==> src/rtl/vga_timing_gen.sv <==
// vga_timing_gen: VGA raster timing generator. Produces raster coordinates for
// an upstream pixel source. Delays sync/blanking by the source's fixed latency
// and registers the final colour, sync and display-enable outputs.
//
// Strobe semantics: en is a pixel strobe, not a handshake. Every register in
// this block (counters, delay line, outputs) advances only on a clk_in edge
// with en=1 and holds otherwise. rst overrides en.
module vga_timing_gen #(
  parameter int H_ACTIVE = 640,
  parameter int H_FP     = 16,
  parameter int H_SYNC   = 96,
  parameter int H_BP     = 48,
  parameter int V_ACTIVE = 480,
  parameter int V_FP     = 10,
  parameter int V_SYNC   = 2,
  parameter int V_BP     = 33,
  parameter bit H_POL    = 1'b0,
  parameter bit V_POL    = 1'b0,
  parameter int COLOR_W  = 8,
  parameter int PIPE_LAT = 2
) (
  input  logic               clk_in,
  input  logic               rst,
  input  logic               en,
  input  logic               pattern_en,
  input  logic [COLOR_W-1:0] r_in,
  input  logic [COLOR_W-1:0] g_in,
  input  logic [COLOR_W-1:0] b_in,
  output logic [11:0]        x,
  output logic [11:0]        y,
  output logic               de_req,
  output logic [COLOR_W-1:0] r,
  output logic [COLOR_W-1:0] g,
  output logic [COLOR_W-1:0] b,
  output logic               h_sync,
  output logic               v_sync,
  output logic               de,
  output logic               line_start,
  output logic               frame_start
);

  localparam int H_TOTAL = H_ACTIVE + H_FP + H_SYNC + H_BP;
  localparam int V_TOTAL = V_ACTIVE + V_FP + V_SYNC + V_BP;
  localparam logic [11:0] H_LAST = 12'(H_TOTAL - 1);
  localparam logic [11:0] V_LAST = 12'(V_TOTAL - 1);

  // One delay-line entry: everything the output stage needs about a pixel
  // position except the colour data, which arrives from the pixel source.
  typedef struct packed {
    logic       hs;
    logic       vs;
    logic       de;
    logic [2:0] bar;
  } stage_t;

  stage_t     raw_stage;
  stage_t     tap;
  logic       hs_raw;
  logic       vs_raw;
  logic [2:0] bar_idx;
  logic [2:0] bar_rgb;

  // Raster counters: x sweeps the line, y steps when x wraps.
  always_ff @(posedge clk_in) begin
    if (rst) begin
      x <= '0;
      y <= '0;
    end else if (en) begin
      if (x == H_LAST) begin
        x <= '0;
        if (y == V_LAST) y <= '0;
        else             y <= y + 12'd1;
      end else begin
        x <= x + 12'd1;
      end
    end
  end

  // Region decode straight from the counters; 13-bit compares keep a
  // 4096-wide raster from aliasing its boundaries to zero.
  always_comb begin
    de_req      = ({1'b0, x} < 13'(H_ACTIVE)) && ({1'b0, y} < 13'(V_ACTIVE));
    hs_raw      = ({1'b0, x} >= 13'(H_ACTIVE + H_FP)) &&
                  ({1'b0, x} <  13'(H_ACTIVE + H_FP + H_SYNC));
    vs_raw      = ({1'b0, y} >= 13'(V_ACTIVE + V_FP)) &&
                  ({1'b0, y} <  13'(V_ACTIVE + V_FP + V_SYNC));
    bar_idx     = 3'(({3'b000, x} << 3) / 15'(H_ACTIVE));
    line_start  = en && (x == 12'd0);
    frame_start = en && (x == 12'd0) && (y == 12'd0);
    raw_stage   = '{hs: hs_raw, vs: vs_raw, de: de_req, bar: bar_idx};
  end

  // Delay line: the output register itself is the last of the PIPE_LAT+1
  // stages, so only PIPE_LAT registered entries live here.
  generate
    if (PIPE_LAT == 0) begin : g_no_delay
      assign tap = raw_stage;
    end else begin : g_delay
      stage_t dly_q [PIPE_LAT];

      // Shift the pixel attributes along with the source's read latency.
      always_ff @(posedge clk_in) begin
        if (rst) begin
          for (int i = 0; i < PIPE_LAT; i++) dly_q[i] <= '0;
        end else if (en) begin
          dly_q[0] <= raw_stage;
          for (int i = 1; i < PIPE_LAT; i++) dly_q[i] <= dly_q[i-1];
        end
      end

      assign tap = dly_q[PIPE_LAT-1];
    end
  endgenerate

  // Colour-bar palette as {r,g,b}, in the usual bar order
  // white, yellow, cyan, green, magenta, red, blue, black.
  always_comb begin
    bar_rgb = 3'b000;
    case (tap.bar)
      3'd0:    bar_rgb = 3'b111;
      3'd1:    bar_rgb = 3'b110;
      3'd2:    bar_rgb = 3'b011;
      3'd3:    bar_rgb = 3'b010;
      3'd4:    bar_rgb = 3'b101;
      3'd5:    bar_rgb = 3'b100;
      3'd6:    bar_rgb = 3'b001;
      default: bar_rgb = 3'b000;
    endcase
  end

  // Output register: sync at configured polarity, colour forced to zero
  // outside the active area, test pattern selected per en-cycle.
  always_ff @(posedge clk_in) begin
    if (rst) begin
      de     <= 1'b0;
      h_sync <= ~H_POL;
      v_sync <= ~V_POL;
      r      <= '0;
      g      <= '0;
      b      <= '0;
    end else if (en) begin
      de     <= tap.de;
      h_sync <= tap.hs ? H_POL : ~H_POL;
      v_sync <= tap.vs ? V_POL : ~V_POL;
      if (!tap.de) begin
        r <= '0;
        g <= '0;
        b <= '0;
      end else if (pattern_en) begin
        r <= {COLOR_W{bar_rgb[2]}};
        g <= {COLOR_W{bar_rgb[1]}};
        b <= {COLOR_W{bar_rgb[0]}};
      end else begin
        r <= r_in;
        g <= g_in;
        b <= b_in;
      end
    end
  end

endmodule

==> config.mk <==
export PLATFORM = sky130hd
export DESIGN_NAME = vga_timing_gen
export DESIGN_NICKNAME = d
export VERILOG_FILES = /design/src/rtl/vga_timing_gen.sv
export SDC_FILE = /design/constraint.sdc
export NUM_CORES = 1
export LEC_CHECK = 0
export ABC_CLOCK_PERIOD_IN_PS = 2750
export CAP_MARGIN = 20
export CORE_MARGIN = 5
export CORE_UTILIZATION = 48
export CTS_BUF_LIST = sky130_fd_sc_hd__clkbuf_16
export DETAILED_ROUTE_END_ITERATION = 16
export PLACE_DENSITY_LB_ADDON = 0.25
export REMOVE_ABC_BUFFERS = 1
export SYNTH_ARGS = -nofsm -noshare
export SYNTH_HDL_FRONTEND = slang
export SYNTH_SLANG_ARGS = --single-unit
==> constraint.sdc <==
create_clock -name clk_in -period 2.75 [get_ports clk_in]
set_input_delay 0.6875 -clock clk_in [delete_from_list [all_inputs] [get_ports clk_in]]
set_output_delay 0.6875 -clock clk_in [all_outputs]
set_load 0.01 [all_outputs]
==> metrics.csv, run 1 <==
metric,value,unit
post-synth top area share,0.337,
Final ANT Viol Nets,0,
Num CTS Buffers,9,
H-Tree Depth,3,
Die X,89.5,um
switching pwr,496,uW
initial antenna violation count,0,
most area-consuming cells after synthesis,"dfxtp_1 (34%), edfxtp_1 (12%), nor2_1 (5.9%)",
"EDFF count, synth",12,
vias in the first global route,2607,
Total Nets Final,477,
# fillers,522,
total setup buffers inserted after CTS,0,
wire per inst,13.9,um
crit share post-route,0.949,
"Setup violations, final",0,
clk sink count,63,
DPL Wire Length,5.27,mm
area grow syn2layout,39.7,%
post-synthesis cell area,3030,sq um
Skew-Pair Late Insertion Delay,0.33,ns
outcome,completed,
Fin. Hold Viols,0,
area post-placement,3960,sq um
Critical Path RT,2.06,ns
first-pass GRT wire length,12.1,mm
most common library cells after synthesis,"dfxtp_1 (51), nor2_1 (48), nand2_1 (47), o21ai_0 (30), a21oi_1 (16)",
syn_area_per_cell,8.49,sq um
Yosys warning count,0,
Total Power,2160,uW
CP max stage cell,clkdlybuf4s50_1,
clock-pin slew on the worst setup and hold paths,0.05,ns
WL final,7.31,mm
CTS tree,done,
Die Ht,89.5,um
CP endpoint kind,output pin,
Tot GR Track Use,0.194,
Max IR drop VDD,0.000343,V
crit path max fanout,2,
setup TNS,0,ns
Seq cells post-synth,63,
min-delay worst type,reg -> reg,
Final Core Density,0.679,
post-route cell area,4240,sq um
IO Port Bufs,81,
worst-margin pin slew,0.475,ns
"Seq/Total Area, Yosys",0.456,
Core Region,6240,sq um
drt drc,0,
share of post-route cells with drive strength above 1,0.0956,
Switching Share,0.229,
Rel. slew slack,0.683,
Slew Limit Fails,0,
hold bufs inserted after CTS,0,
skew final,0.00661,ns
biggest area consumer among synthesized cells,dfxtp_1,
Placed Cells incl. Taps,511,
Pleak,0.00159,uW
row count,29,
Main synth FF type,dfxtp_1,
post-detailed-route via-to-cell ratio,5.30,
GRT overflow,0,
RSZ-0062 raised after global routing,false,
Antenna Diode Count,0,
CP peak stage delay,0.54,ns
critical-path cell list,clkdlybuf4s50_1 > nand2_1 > nor2_1 > clkdlybuf4s50_1,
library cells used by synthesis,60,
Max-Cap Viols,0,
pwr/cell area,510,nW/um^2
Root Driver,clkbuf_16,
critical path arrival,1.92,ns
pin count of the biggest net entering global routing,27,
fin cells,527,
post-layout min period,2.61,ns
gp weighted congestion,0.820,
critical path class,in -> out,
drt pass-1 iters,4,
Starting Density,0.486,
Reg power frac,0.453,
combinational share of power,0.074,
via count,2791,
top-count cell post-synth,dfxtp_1,
io pins,82,
DR iter-0 viols,129,
fmax,0.383,GHz
"most used cell, CP",clkdlybuf4s50_1,
power share of the clock group,0.472,
Synth Instances,357,
post-CTS resize count,1,
"FFs w/ async S/R, synth",0,
startpoint types,primary input,
Int Pwr,1660,uW
Clock Path Buffers,2,
Die Area,8000,sq um
[kinds of logic after synthesis]
family / after synthesis / share of synthesized area
compound gates: 74 / 0.150
mux: 1 / 0.00330
flops: 63 / 0.456
fa+ha+maj: 5 / 0.0198
xor+xnor: 21 / 0.0607
simple gates: 165 / 0.268
buf+inv: 28 / 0.0421
[critical path: cells and delay by family]
| kind | cells | cell delay [ns] |
|---|---|---|
| AND/OR/NAND/NOR | 2 | 0.20 |
| buffers and inverters | 2 | 1.03 |
[final cells by class]
| type | count | area, sq um | area share |
|---|---|---|---|
| Timing Repair Buffer | 97 | 930 | 0.219 |
| Clock buffer | 9 | 225 | 0.0532 |
| Multi-Input combinational cell | 266 | 1520 | 0.359 |
| Sequential cell | 63 | 1380 | 0.326 |
| Inverter | 8 | 30.0 | 0.00709 |
| Clock inverter | 7 | 51.3 | 0.0121 |
| Tap cell | 77 | 96.3 | 0.0227 |
[routing by layer]
layer / share of wire / GRT usage / vias up
met2: 0.47 / 0.310 / 77
met1: 0.44 / 0.245 / 1294
met4: 0.012 / 0.100 / 0
li1: - / - / 1414
met3: 0.070 / 0.0452 / 6
met5: 0 / 0 / -
[stage by stage]
stage	hold slack (ns)	setup WS [ns]
after floorplan	0.467	0.403
after global placement	0.433	-0.00699
after detailed placement	0.441	-0.0631
after CTS	0.450	0.147
after global routing	0.479	0.0284
final	0.447	0.139
[path summary, 6_finish.rpt]
kind / start / end / slack, ns / cells past startpoint
max: en / line_start / 0.14 / 4
min: de / de / 0.45 / 2
max reg2reg: x[9] / g_delay.dly_q[0][0] / 0.41 / 7
min reg2reg: de / de / 0.45 / 2
[cell usage in the layout (no fill, tap or decap), drive strengths merged, types with 9 or more instances in the layout]
cell and n:
o21ai 35, nor2 50, nand3 11, buf 16, nand2 47, a21oi 16
clkdlybuf4s50 80, xor2 13, dfxtp 51, clkbuf 9, edfxtp 12
[power by group through the flow]
stage	Combinational (uW)	Clock, uW	Sequential [uW]
after floorplan	49.3	0	1000
after global placement	160	0	998
after detailed placement	162	0	999
after CTS	162	1040	980
after global routing	177	1090	981
final	161	1020	980
[state kept, by name (all words and copies together), names as in the netlist]
signal and count:
g_delay.dly_q 12, x 12, y 12, b 8
g 8, r 8, de 1, h_sync 1
v_sync 1
Power figures use the tool's default switching activity.
==> inputs of run 2 (changes only) <==
- CORE_MARGIN: 5 -> 3
==> run 2 against run 1 <==
  * Fmax up 1.0%
  * Sequential share of layout area fell by 0.55 points
  * Die area down 8.7%
  * Cell count is 0.38% lower
  * Combinational power is essentially flat
  * Final area increased by 1.7%
  * Flip-flop and latch count is the same
  * Core utilization up 3.6 points
  * Worst hold slack better by 0.00096 ns
  * Critical path type unchanged
  * Critical endpoint unchanged
  * Largest cell class unchanged
  * Largest power group unchanged
==> metrics.csv, run 2 (synthesis gave the netlist of run 1 again) <==
metric,value,unit
outcome,completed,
Starting Density,0.503,
Tot GR Track Use,0.205,
Core Region,6030,sq um
skew final,0.00869,ns
area grow syn2layout,42.1,%
Pleak,0.00163,uW
crit share post-route,0.940,
Max IR drop VDD,0.000443,V
pin count of the biggest net entering global routing,27,
startpoint types,primary input,
Slew Limit Fails,0,
post-detailed-route via-to-cell ratio,5.38,
Die Area,7310,sq um
io pins,82,
via count,2826,
initial antenna violation count,0,
fmax,0.387,GHz
largest registers,"g_delay.dly_q (12), x (12), y (12)",
Critical Path RT,2.06,ns
hold bufs inserted after CTS,0,
worst-margin pin slew,0.498,ns
Register-to-Register Path Depth,7,
clk sink count,63,
Fin. Hold Viols,0,
"most common cell after layout, fill and taps aside",clkdlybuf4s50_1,
Max-Cap Viols,0,
crit path max fanout,2,
"Setup violations, final",0,
Total Power,2430,uW
DR iter-0 viols,153,
wire per inst,13.9,um
share of post-route cells with drive strength above 1,0.100,
post-route cell area,4310,sq um
Num CTS Buffers,9,
total setup buffers inserted after CTS,0,
clock-pin slew on the worst setup and hold paths,0.05,ns
pwr/cell area,563,nW/um^2
most frequent cells in the layout,"clkdlybuf4s50_1 (80), dfxtp_1 (51), nor2_1 (48)",
H-Tree Depth,3,
CTS tree,done,
post-CTS resize count,2,
WL final,7.32,mm
Worst Hold Depth,2,
Root Driver,clkbuf_16,
critical path arrival,1.90,ns
vias in the first global route,2654,
Total Nets Final,477,
drt pass-1 iters,4,
Antenna Diode Count,0,
area post-placement,3960,sq um
Die Ht,85.5,um
drt drc,0,
CP endpoint kind,output pin,
post-layout min period,2.58,ns
Final ANT Viol Nets,0,
IO Port Bufs,81,
row count,28,
Die X,85.5,um
Rel. slew slack,0.667,
first-pass GRT wire length,12.1,mm
RSZ-0062 raised after global routing,false,
gp weighted congestion,0.832,
critical path class,in -> out,
Clock Path Buffers,2,
min-delay worst type,reg -> reg,
GRT overflow,0,
DPL Wire Length,5.14,mm
Skew-Pair Late Insertion Delay,0.33,ns
==> run 2: changes by cell type in the layout (fill, tap and decap cells not counted), sizes merged <==
cell      change
bufinv        +2
clkinvlp      -1
inv           +2
clkinv        -4
clkbuf        +1
==> run 2: critical path, cell delays in order <==
cell and delay [ns]:
clkdlybuf4s50_1 0.47, nand2_1 0.08, nor2_1 0.12, clkdlybuf4s50_1 0.54
==> run 2: worst paths after layout <==
path	start	endpoint	slack [ns]
max	en	line_start	0.17
min	de	de	0.45
max reg2reg	x[9]	g_delay.dly_q[0][0]	0.39
min reg2reg	de	de	0.45
==> run 2: layer usage <==
layer / part of all wire / global-route usage
met1: 0.45 / 0.255
met2: 0.47 / 0.340
met3: 0.061 / 0.0427
met4: 0.018 / 0.0921
met5: 0 / 0
==> run 2: final cells by class <==
class                           instances  area [sq um]
Clock buffer                           10           250
Clock inverter                          6          95.1
Fill cell                             474          1720
Inverter                                8          30.0
Multi-Input combinational cell        266          1530
Sequential cell                        63          1380
Tap cell                               75          93.8
Timing Repair Buffer                   97           930
==> run 2: power breakdown <==
part           internal [uW]  total [uW]  leakage [uW]  switching (uW)
registers                967         979      0.000546            12.8
clock network            859        1290      0.000169             426
logic                   89.1         163      0.000910            74.1
total                   1910        2430       0.00163             513
==> run 2: stage by stage <==
| stage | TNS (ns) | instances | utilization | hold WS (ns) | worst slack, ns |
|---|---|---|---|---|---|
| final | 0 | 525 | 0.715 | 0.448 | 0.165 |
| after global routing | 0 | 525 | 0.715 | 0.474 | 0.0767 |
| after CTS | 0 | 525 | 0.715 | 0.451 | 0.149 |
| after detailed placement | -0.125 | 509 | 0.657 | 0.443 | -0.125 |
| after global placement | -0.00639 | 509 | 0.657 | 0.434 | -0.00639 |
| after floorplan | 0 | 337 | - | 0.467 | 0.403 |
==> inputs of run 3 (changes only) <==
- CTS_BUF_LIST: sky130_fd_sc_hd__clkbuf_16 -> sky130_fd_sc_hd__clkbuf_4 sky130_fd_sc_hd__clkbuf_8 sky130_fd_sc_hd__clkbuf_16
- CTS_CLUSTER_DIAMETER: unset -> 200
==> run 3 against run 2 <==
  * Core utilization shrank 1.6 points
  * Wire length is 1.7% lower
  * Sequential share of layout area is 0.75 points higher
  * Setup slack improved by 0.0033 ns
  * Cell count unchanged
  * Sequential power is essentially flat
  * Final area shrank 2.3%
  * Combinational power hardly changed
  * Worst hold slack improved by 0.0021 ns
==> metrics.csv, run 3 (synthesis gave the netlist of run 1 again) <==
metric,value,unit
Die Ht,85.5,um
area grow syn2layout,38.9,%
Total Nets Final,477,
"Setup violations, final",0,
Tot GR Track Use,0.202,
CP startpoint,x[11],
worst-margin pin slew,0.495,ns
clock-pin slew on the worst setup and hold paths,0.07,ns
total setup buffers inserted after CTS,0,
power share of the clock group,0.458,
Critical Path RT,2.06,ns
CP max stage cell,clkdlybuf4s50_1,
Switching Share,0.225,
drt pass-1 iters,5,
Die Area,7310,sq um
CTS tree,done,
CP peak stage delay,0.55,ns
first-pass GRT wire length,12.0,mm
post-route cell area,4210,sq um
post-detailed-route via-to-cell ratio,5.41,
DR iter-0 viols,144,
Skew-Pair Late Insertion Delay,0.34,ns
area post-placement,3960,sq um
worst r2r dst,g_delay.dly_q[0][0],
clk sink count,63,
crit path max fanout,17,
Final ANT Viol Nets,0,
post-layout min period,2.58,ns
startpoint types,register,
wire per inst,13.7,um
critical path arrival,1.89,ns
Rel. slew slack,0.669,
Max IR drop VDD,0.000436,V
Max-Cap Viols,0,
Num CTS Buffers,9,
reg-to-reg startpoint,x[7],
switching pwr,474,uW
via count,2839,
"most common cell after layout, fill and taps aside",clkdlybuf4s50_1,
combinational share of power,0.077,
Register-to-Register Path Depth,8,
critical-path cell list,buf_4 > nor2_1 > and4_1 > clkdlybuf4s50_1,
CP Capture Point,de_req,
min-delay worst type,reg -> reg,
Pleak,0.00158,uW
Int Pwr,1630,uW
Reg power frac,0.465,
Fin Hold WS,0.450,ns
GRT overflow,0,
most frequent cells in the layout,"clkdlybuf4s50_1 (80), dfxtp_1 (51), nor2_1 (48)",
WL final,7.20,mm
fmax,0.387,GHz
pwr/cell area,500,nW/um^2
Fin. Hold Viols,0,
IO Port Bufs,81,
initial antenna violation count,0,
skew final,0.0130,ns
DPL Wire Length,5.14,mm
post-CTS resize count,2,
outcome,completed,
Die X,85.5,um
CP endpoint kind,output pin,
r2r setup slk,0.35,ns
H-Tree Depth,3,
crit share post-route,0.939,
Antenna Diode Count,0,
Core Region,6030,sq um
io pins,82,
gp weighted congestion,0.832,
drt drc,0,
critical path class,reg -> out,
pin count of the biggest net entering global routing,27,
Clock Path Buffers,2,
Starting Density,0.503,
row count,28,
share of post-route cells with drive strength above 1,0.0978,
RSZ-0062 raised after global routing,false,
Slew Limit Fails,0,
largest registers,"g_delay.dly_q (12), x (12), y (12)",
Final Core Density,0.699,
hold bufs inserted after CTS,0,
Root Driver,clkbuf_8,
vias in the first global route,2678,
## run 3: cell counts in the layout (fill, tap and decap cells not counted)
No cell type changed its count.
## run 3: worst min-delay path by stage
stage | cells past startpoint | to | start | slack [ns]
floorplan | 2 | de | de | 0.47
finish | 2 | de | de | 0.45
global placement | 2 | b[5] | b[5] | 0.43
global route | 2 | de | de | 0.48
CTS | 2 | de | de | 0.45
detailed placement | 2 | r[6] | r[6] | 0.44
## run 3: through the flow
step | power (uW) | setup TNS (ns) | cells | worst slack (ns)
floorplan | 1050 | 0 | 337 | 0.403
global placement | 1160 | -0.00639 | 509 | -0.00639
detailed placement | 1160 | -0.125 | 509 | -0.125
CTS | 2120 | 0 | 525 | 0.130
global route | 2180 | 0 | 525 | 0.0472
finish | 2100 | 0 | 525 | 0.169
## run 3: per-layer routing
layer  GRT usage  wire [um]  up-vias
li1            -          -     1418
met1       0.249       3260     1320
met2       0.340       3350       85
met3      0.0398        424       16
met4      0.0921        162        0
met5           0          0        -
## run 3: critical path, delay by kind of cell, from the launching register on
kind,cells,cell delay [ns]
buffers and inverters,2,0.76
DFF,1,0.34
and+or+nand+nor,2,0.46
## run 3: final cells by class
class                   instances  area [sq um]
inverters                       8          30.0
well taps                      75          93.8
flip-flops and latches         63          1380
repair buffers                 97           930
clock buffers                  10           149
clock inverters                 6          95.1
fillers                       487          1820
multi-input cells             266          1530
## run 3: power by group through the flow
stage / Combinational [uW] / Sequential (uW) / Clock, uW
final: 162 / 978 / 964
after global routing: 177 / 981 / 1020
after CTS: 163 / 978 / 978
after detailed placement: 163 / 999 / 0
after global placement: 160 / 998 / 0
after floorplan: 49.3 / 1000 / 0
